`src/rtl/axil_sram_bridge.sv`:
```
// AXI4-Lite slave to simple SRAM request/response bridge, one transaction in flight.
// Optional watchdog on the SRAM request phase: define AXIL_SRAM_BRIDGE_TIMEOUT_EN.
module axil_sram_bridge #(
    parameter int ADDR_WIDTH     = 32,
    parameter int DATA_WIDTH     = 32,
    parameter int TIMEOUT_CYCLES = 64
) (
    input  logic                    clk,
    input  logic                    rst,
    // AXI4-Lite read channel
    input  logic [ADDR_WIDTH-1:0]   araddr,
    input  logic                    arvalid,
    output logic                    arready,
    output logic [DATA_WIDTH-1:0]   rdata,
    output logic [1:0]              rresp,
    output logic                    rvalid,
    input  logic                    rready,
    // AXI4-Lite write channel
    input  logic [ADDR_WIDTH-1:0]   awaddr,
    input  logic                    awvalid,
    output logic                    awready,
    input  logic [DATA_WIDTH-1:0]   wdata,
    input  logic [DATA_WIDTH/8-1:0] wstrb,
    input  logic                    wvalid,
    output logic                    wready,
    output logic [1:0]              bresp,
    output logic                    bvalid,
    input  logic                    bready,
    // SRAM side
    output logic [ADDR_WIDTH-1:0]   mem_araddr,
    output logic                    mem_ren,
    input  logic [DATA_WIDTH-1:0]   mem_rdata,
    input  logic [1:0]              mem_rresp,
    input  logic                    mem_rvalid,
    output logic [ADDR_WIDTH-1:0]   mem_awaddr,
    output logic [DATA_WIDTH-1:0]   mem_wdata,
    output logic [DATA_WIDTH/8-1:0] mem_wstrb,
    output logic                    mem_wen,
    input  logic [1:0]              mem_bresp,
    input  logic                    mem_bvalid
);

    localparam int STRB_WIDTH = DATA_WIDTH / 8;

    typedef enum logic [2:0] {
        IDLE,
        RD_REQ,
        RD_RESP,
        WR_REQ,
        WR_RESP
    } state_e;

    state_e                  state_q, state_d;
    logic [ADDR_WIDTH-1:0]   mem_araddr_q, mem_araddr_d;
    logic [ADDR_WIDTH-1:0]   mem_awaddr_q, mem_awaddr_d;
    logic [DATA_WIDTH-1:0]   mem_wdata_q, mem_wdata_d;
    logic [STRB_WIDTH-1:0]   mem_wstrb_q, mem_wstrb_d;
    logic [DATA_WIDTH-1:0]   rdata_q, rdata_d;
    logic [1:0]              rresp_q, rresp_d;
    logic [1:0]              bresp_q, bresp_d;
    logic                    mem_ren_q, mem_ren_d;
    logic                    mem_wen_q, mem_wen_d;
    logic                    rvalid_q, rvalid_d;
    logic                    bvalid_q, bvalid_d;

    logic mem_idle;
    logic can_accept;
    logic wr_accept;
    logic rd_accept;
    logic timeout;

    // A response still on the SRAM bus belongs to the previous access, so new work waits.
    assign mem_idle   = !mem_rvalid && !mem_bvalid;
    assign can_accept = !rst && (state_q == IDLE) && mem_idle;

    // Write wins a tie; AW and W are only ever taken together.
    assign awready   = can_accept && awvalid && wvalid;
    assign wready    = can_accept && awvalid && wvalid;
    assign arready   = can_accept && !(awvalid && wvalid);
    assign wr_accept = awready;
    assign rd_accept = arready && arvalid;

`ifdef AXIL_SRAM_BRIDGE_TIMEOUT_EN
    localparam int TIMER_W = $clog2(TIMEOUT_CYCLES + 1);
    localparam logic [TIMER_W-1:0] TIMER_LAST = TIMER_W'(TIMEOUT_CYCLES - 1);

    logic [TIMER_W-1:0] timer_q;

    // Cleared while idle, so every request phase starts counting from zero.
    always_ff @(posedge clk or posedge rst) begin
        if (rst) begin
            timer_q <= '0;
        end else if (state_q == IDLE) begin
            timer_q <= '0;
        end else if ((state_q == RD_REQ || state_q == WR_REQ) && !timeout) begin
            timer_q <= timer_q + 1'b1;
        end
    end

    assign timeout = (timer_q == TIMER_LAST);
`else
    // Watchdog compiled out: the request phase waits for the SRAM forever.
    assign timeout = (TIMEOUT_CYCLES < 0);
`endif

    // NOTE: every _d gets its hold value first, so no path through the case can infer a latch.
    always_comb begin
        state_d      = state_q;
        mem_araddr_d = mem_araddr_q;
        mem_awaddr_d = mem_awaddr_q;
        mem_wdata_d  = mem_wdata_q;
        mem_wstrb_d  = mem_wstrb_q;
        rdata_d      = rdata_q;
        rresp_d      = rresp_q;
        bresp_d      = bresp_q;

        unique case (state_q)
            IDLE: begin
                if (wr_accept) begin
                    mem_awaddr_d = awaddr;
                    mem_wdata_d  = wdata;
                    mem_wstrb_d  = wstrb;
                    state_d      = WR_REQ;
                end else if (rd_accept) begin
                    mem_araddr_d = araddr;
                    state_d      = RD_REQ;
                end
            end
            RD_REQ: begin
                if (mem_rvalid) begin
                    rdata_d = mem_rdata;
                    rresp_d = mem_rresp;
                    state_d = RD_RESP;
                end else if (timeout) begin
                    rdata_d = '0;
                    rresp_d = 2'b10;
                    state_d = RD_RESP;
                end
            end
            RD_RESP: begin
                if (rready) begin
                    state_d = IDLE;
                end
            end
            WR_REQ: begin
                if (mem_bvalid) begin
                    bresp_d = mem_bresp;
                    state_d = WR_RESP;
                end else if (timeout) begin
                    bresp_d = 2'b10;
                    state_d = WR_RESP;
                end
            end
            WR_RESP: begin
                if (bready) begin
                    state_d = IDLE;
                end
            end
            default: begin
                state_d = IDLE;
            end
        endcase

        // Strobes and valids are registered copies of the next state, so they never glitch.
        mem_ren_d = (state_d == RD_REQ);
        mem_wen_d = (state_d == WR_REQ);
        rvalid_d  = (state_d == RD_RESP);
        bvalid_d  = (state_d == WR_RESP);
    end

    // NOTE: state registers use non-blocking assignments so all of them update from the same pre-edge values.
    always_ff @(posedge clk or posedge rst) begin
        if (rst) begin
            state_q      <= IDLE;
            mem_araddr_q <= '0;
            mem_awaddr_q <= '0;
            mem_wdata_q  <= '0;
            mem_wstrb_q  <= '0;
            rdata_q      <= '0;
            rresp_q      <= '0;
            bresp_q      <= '0;
            mem_ren_q    <= 1'b0;
            mem_wen_q    <= 1'b0;
            rvalid_q     <= 1'b0;
            bvalid_q     <= 1'b0;
        end else begin
            state_q      <= state_d;
            mem_araddr_q <= mem_araddr_d;
            mem_awaddr_q <= mem_awaddr_d;
            mem_wdata_q  <= mem_wdata_d;
            mem_wstrb_q  <= mem_wstrb_d;
            rdata_q      <= rdata_d;
            rresp_q      <= rresp_d;
            bresp_q      <= bresp_d;
            mem_ren_q    <= mem_ren_d;
            mem_wen_q    <= mem_wen_d;
            rvalid_q     <= rvalid_d;
            bvalid_q     <= bvalid_d;
        end
    end

    assign mem_araddr = mem_araddr_q;
    assign mem_awaddr = mem_awaddr_q;
    assign mem_wdata  = mem_wdata_q;
    assign mem_wstrb  = mem_wstrb_q;
    assign mem_ren    = mem_ren_q;
    assign mem_wen    = mem_wen_q;
    assign rdata      = rdata_q;
    assign rresp      = rresp_q;
    assign rvalid     = rvalid_q;
    assign bresp      = bresp_q;
    assign bvalid     = bvalid_q;

endmodule
```
`config.mk`:
```
export PLATFORM = sky130hd
export DESIGN_NAME = axil_sram_bridge
export DESIGN_NICKNAME = d
export VERILOG_FILES = /design/src/rtl/axil_sram_bridge.sv
export SDC_FILE = /design/constraint.sdc
export NUM_CORES = 1
export LEC_CHECK = 0
export BUFFER_PORTS_ARGS = -buffer_cell sky130_fd_sc_hd__buf_2
export CORE_MARGIN = 3
export CORE_UTILIZATION = 40
export CTS_BUF_LIST = sky130_fd_sc_hd__clkbuf_4 sky130_fd_sc_hd__clkbuf_8
export DETAILED_ROUTE_END_ITERATION = 7
export PLACE_DENSITY = 0.86
export SLEW_MARGIN = 10
export SYNTH_ARGS = -nofsm -noshare
export SYNTH_HDL_FRONTEND = slang
export SYNTH_SLANG_ARGS = --single-unit
```
`constraint.sdc`:
```
create_clock -name clk -period 4.9 [get_ports clk]
set_input_delay 0.98 -clock clk [delete_from_list [all_inputs] [get_ports clk]]
set_output_delay 0.98 -clock clk [all_outputs]
set_load 0.01 [all_outputs]
```
==> impl_results.md <==
* Outcome: finished clean
* Cell Area, Placed at 6970 um2
* CP max-delay cell: and3_4
* Netlist cell types at 22
* CTS tree: yes
* Final wirelength at 13,000 um
* Post-Syn Instances at approximately 330
* RD Place Congestion at 0.838
* H-tree depth at 4
* Worst-path cell chain: buf_2 > nor2_1 > and3_4 > nand3_2 > inv_4 > buf_2
* Number of synthesized register bits at 143
* Syn-to-layout area delta at 36.0%
* Slew margin rel. at 0.353
* Cts repair resizes at 0
* Combinational Power Share at 0.300
* Congestion Overflow GR at 0
* Core area at 12,900 um2
* Ports at 288
* N_diodes at 0
* Asr flop ratio synth at 1.00
* RSZ-0062 raised after global routing: no
* DP HPWL at 10000 um
* Post-Syn Nets at ~470
* Top_reg_cell synth: dfrtp_1
* IO Port Bufs at 287
* WL per Instance at ~16 um
* Cell family with most CP delay: simple AND/OR/NAND/NOR gates
* Worst Path Buf+Inv at 3
* Post-CTS Repair Setup Buffers at 0
* Final Max Slew Viols at 0
* Setup TNS at 0 ns
* Sw frac at 0.311
* Die Area at ~15,000 um2
* Required @ worst endpoint at between 3 and 4 ns
* Utilization after layout at 0.570
* Starting Density at 0.419
* Num Clock Sinks at 143
* # nets final at 767
* Pwr/cell area at 533 nW/um2
* Clock latency on the worst-skew pair at 0.42 ns
* DRC Markers at 0
* Cell area after layout at ~7400 um2
* Die H at 122 um
* Peak VDD IR at roughly 0.35 mV
* Total GRT Usage at 0.171
* Fin crit share at 0.574
* Max clock buf depth at 2
* Routed vias/inst at 4.68
* Number of synthesized flops with an enable pin at 0
* Design Power at ~3.9 mW
* Final hold violation count at 0
* Sequential share of power at 0.465
* Rows at 41
* Critical Path AT at 1.83 ns
* Critical-path maximum fanout at 3
* Max Fclk at 355 MHz
* Initial antenna violation count at 0
* CTS root buf: clkbuf_8
* Vias in the first global route at about 4,000
* Max-cap violations at 0
* Leak at 3.87 nW
* Vias after detailed routing at 3,777
* Clock Skew at 0.00741 ns
* Hold Crit Class: reg -> reg
* Placed Cells at 775
* Syn. warnings at 0
* NetSw at approximately 1.2 mW
* Critical path class: in -> out
* Critical Path End Type: primary output
* Register area share after synthesis at 0.660
* Largest net degree at the start of global routing at roughly 110
* First-pass DRT Iterations at 4
* Iter 0 DRT Violations at around 160
* Worst path most repeated cell: buf_2
* Cell internal pwr at 2.71 mW
* CTS buffer count at 17
* Power share of the clock group at 0.235
* First-pass GRT wire length at 19,800 um
* Crit path launch type: primary input
* Minimum clock period at about 2.8 ns
* Clk slew on worst S/H paths at approximately 0.070 ns
* Share of cells above drive strength 1 at 0.603
* Worst slew pin tran at around 0.97 ns
* Antenna viol nets, final at 0
* CP peak stage delay at approximately 0.22 ns
* Final Setup Violations at 0
* Die X at 122 um
* Synthesized area per cell at 16.6 um2
* Cts hold-fix bufs at 0
* Non-Filler Instances at about 810
* Mapped Area at about 5400 um2
==> flip-flops by register name, indices dropped and copies added, names as in the netlist <==
signal and count:
bresp 2, bvalid 1, mem_araddr 32, mem_awaddr 32, mem_ren 1, mem_wdata 32, mem_wen 1, mem_wstrb 4
rdata 32, rresp 2, rvalid 1, state_q 3
==> cells in the mapped netlist, types with 3 or more instances <==
cell	n	share of area
dfrtp_1	143	0.66
buf_4	4	0.0055
mux2_1	83	0.17
nand2_1	6	0.0042
nand2b_1	3	0.0035
buf_2	3	0.0028
buf_6	7	0.015
nor2_1	4	0.0028
mux2_2	53	0.11
a21oi_1	4	0.0037
==> cell families after synthesis <==
family / count (synthesis) / share of synthesized area
buffers and inverters: 17 / 0.0254
AND/OR/NAND/NOR: 23 / 0.0238
AO/OA/AOI/OAI: 8 / 0.00785
flip-flops: 143 / 0.660
multiplexers: 136 / 0.283
==> cell type report <==
type,count,area [um2]
Fill cell,1085,5560
Inverter,3,18.8
Multi-Input combinational cell,167,1700
Clock buffer,21,283
Sequential cell,143,3580
Timing Repair Buffer,290,1460
Clock inverter,11,114
Tap cell,172,215
==> cells in the final DEF, fill, tap and decap left out, types with 4 or more instances in the layout <==
cell	instances
clkinv_2	6
nand2_1	6
buf_2	287
mux2_2	53
clkbuf_8	20
mux2_1	83
a21oi_1	4
dfrtp_1	143
nor2_1	4
==> per-layer routing <==
metal	vias to the layer above	part of all wire	track usage
li1	1742	-	-
met1	1833	0.37	0.191
met2	178	0.52	0.295
met3	24	0.089	0.0576
met4	0	0.020	0.0784
met5	-	0	0
==> through the flow <==
stage | hold WS (ns) | setup WS (ns)
final | 0.481 | 2.09
after global routing | 0.495 | 2.01
after CTS | 0.486 | 2.07
after detailed placement | 0.469 | 1.94
after global placement | 0.461 | 2.01
after floorplan | 0.454 | 0.0821
==> worst paths after layout <==
kind	slack, ns	from	depth (start not counted)	endpoint
max	2.09	rst	6	awready
min	0.48	mem_awaddr[7]$_DFFE_PP0P_	1	mem_awaddr[7]$_DFFE_PP0P_
max reg2reg	2.60	state_q[0]$_DFF_PP0_	6	mem_wdata[13]$_DFFE_PP0P_
min reg2reg	0.48	mem_awaddr[7]$_DFFE_PP0P_	1	mem_awaddr[7]$_DFFE_PP0P_
max in group asynchronous	3.19	rst	3	rdata[18]$_DFFE_PP0P_
min in group asynchronous	0.77	rst	2	mem_araddr[22]$_DFFE_PP0P_
==> power groups by stage <==
stage / Combinational [mW] / Clock (mW) / Sequential, mW
after floorplan: 0.377 / 0 / 2.04
after global placement: 1.16 / 0 / 1.82
after detailed placement: 1.20 / 0 / 1.85
after CTS: 1.20 / 0.948 / 1.83
after global routing: 1.28 / 1.01 / 1.88
final: 1.18 / 0.921 / 1.83
(Power assumes the default switching activity.)
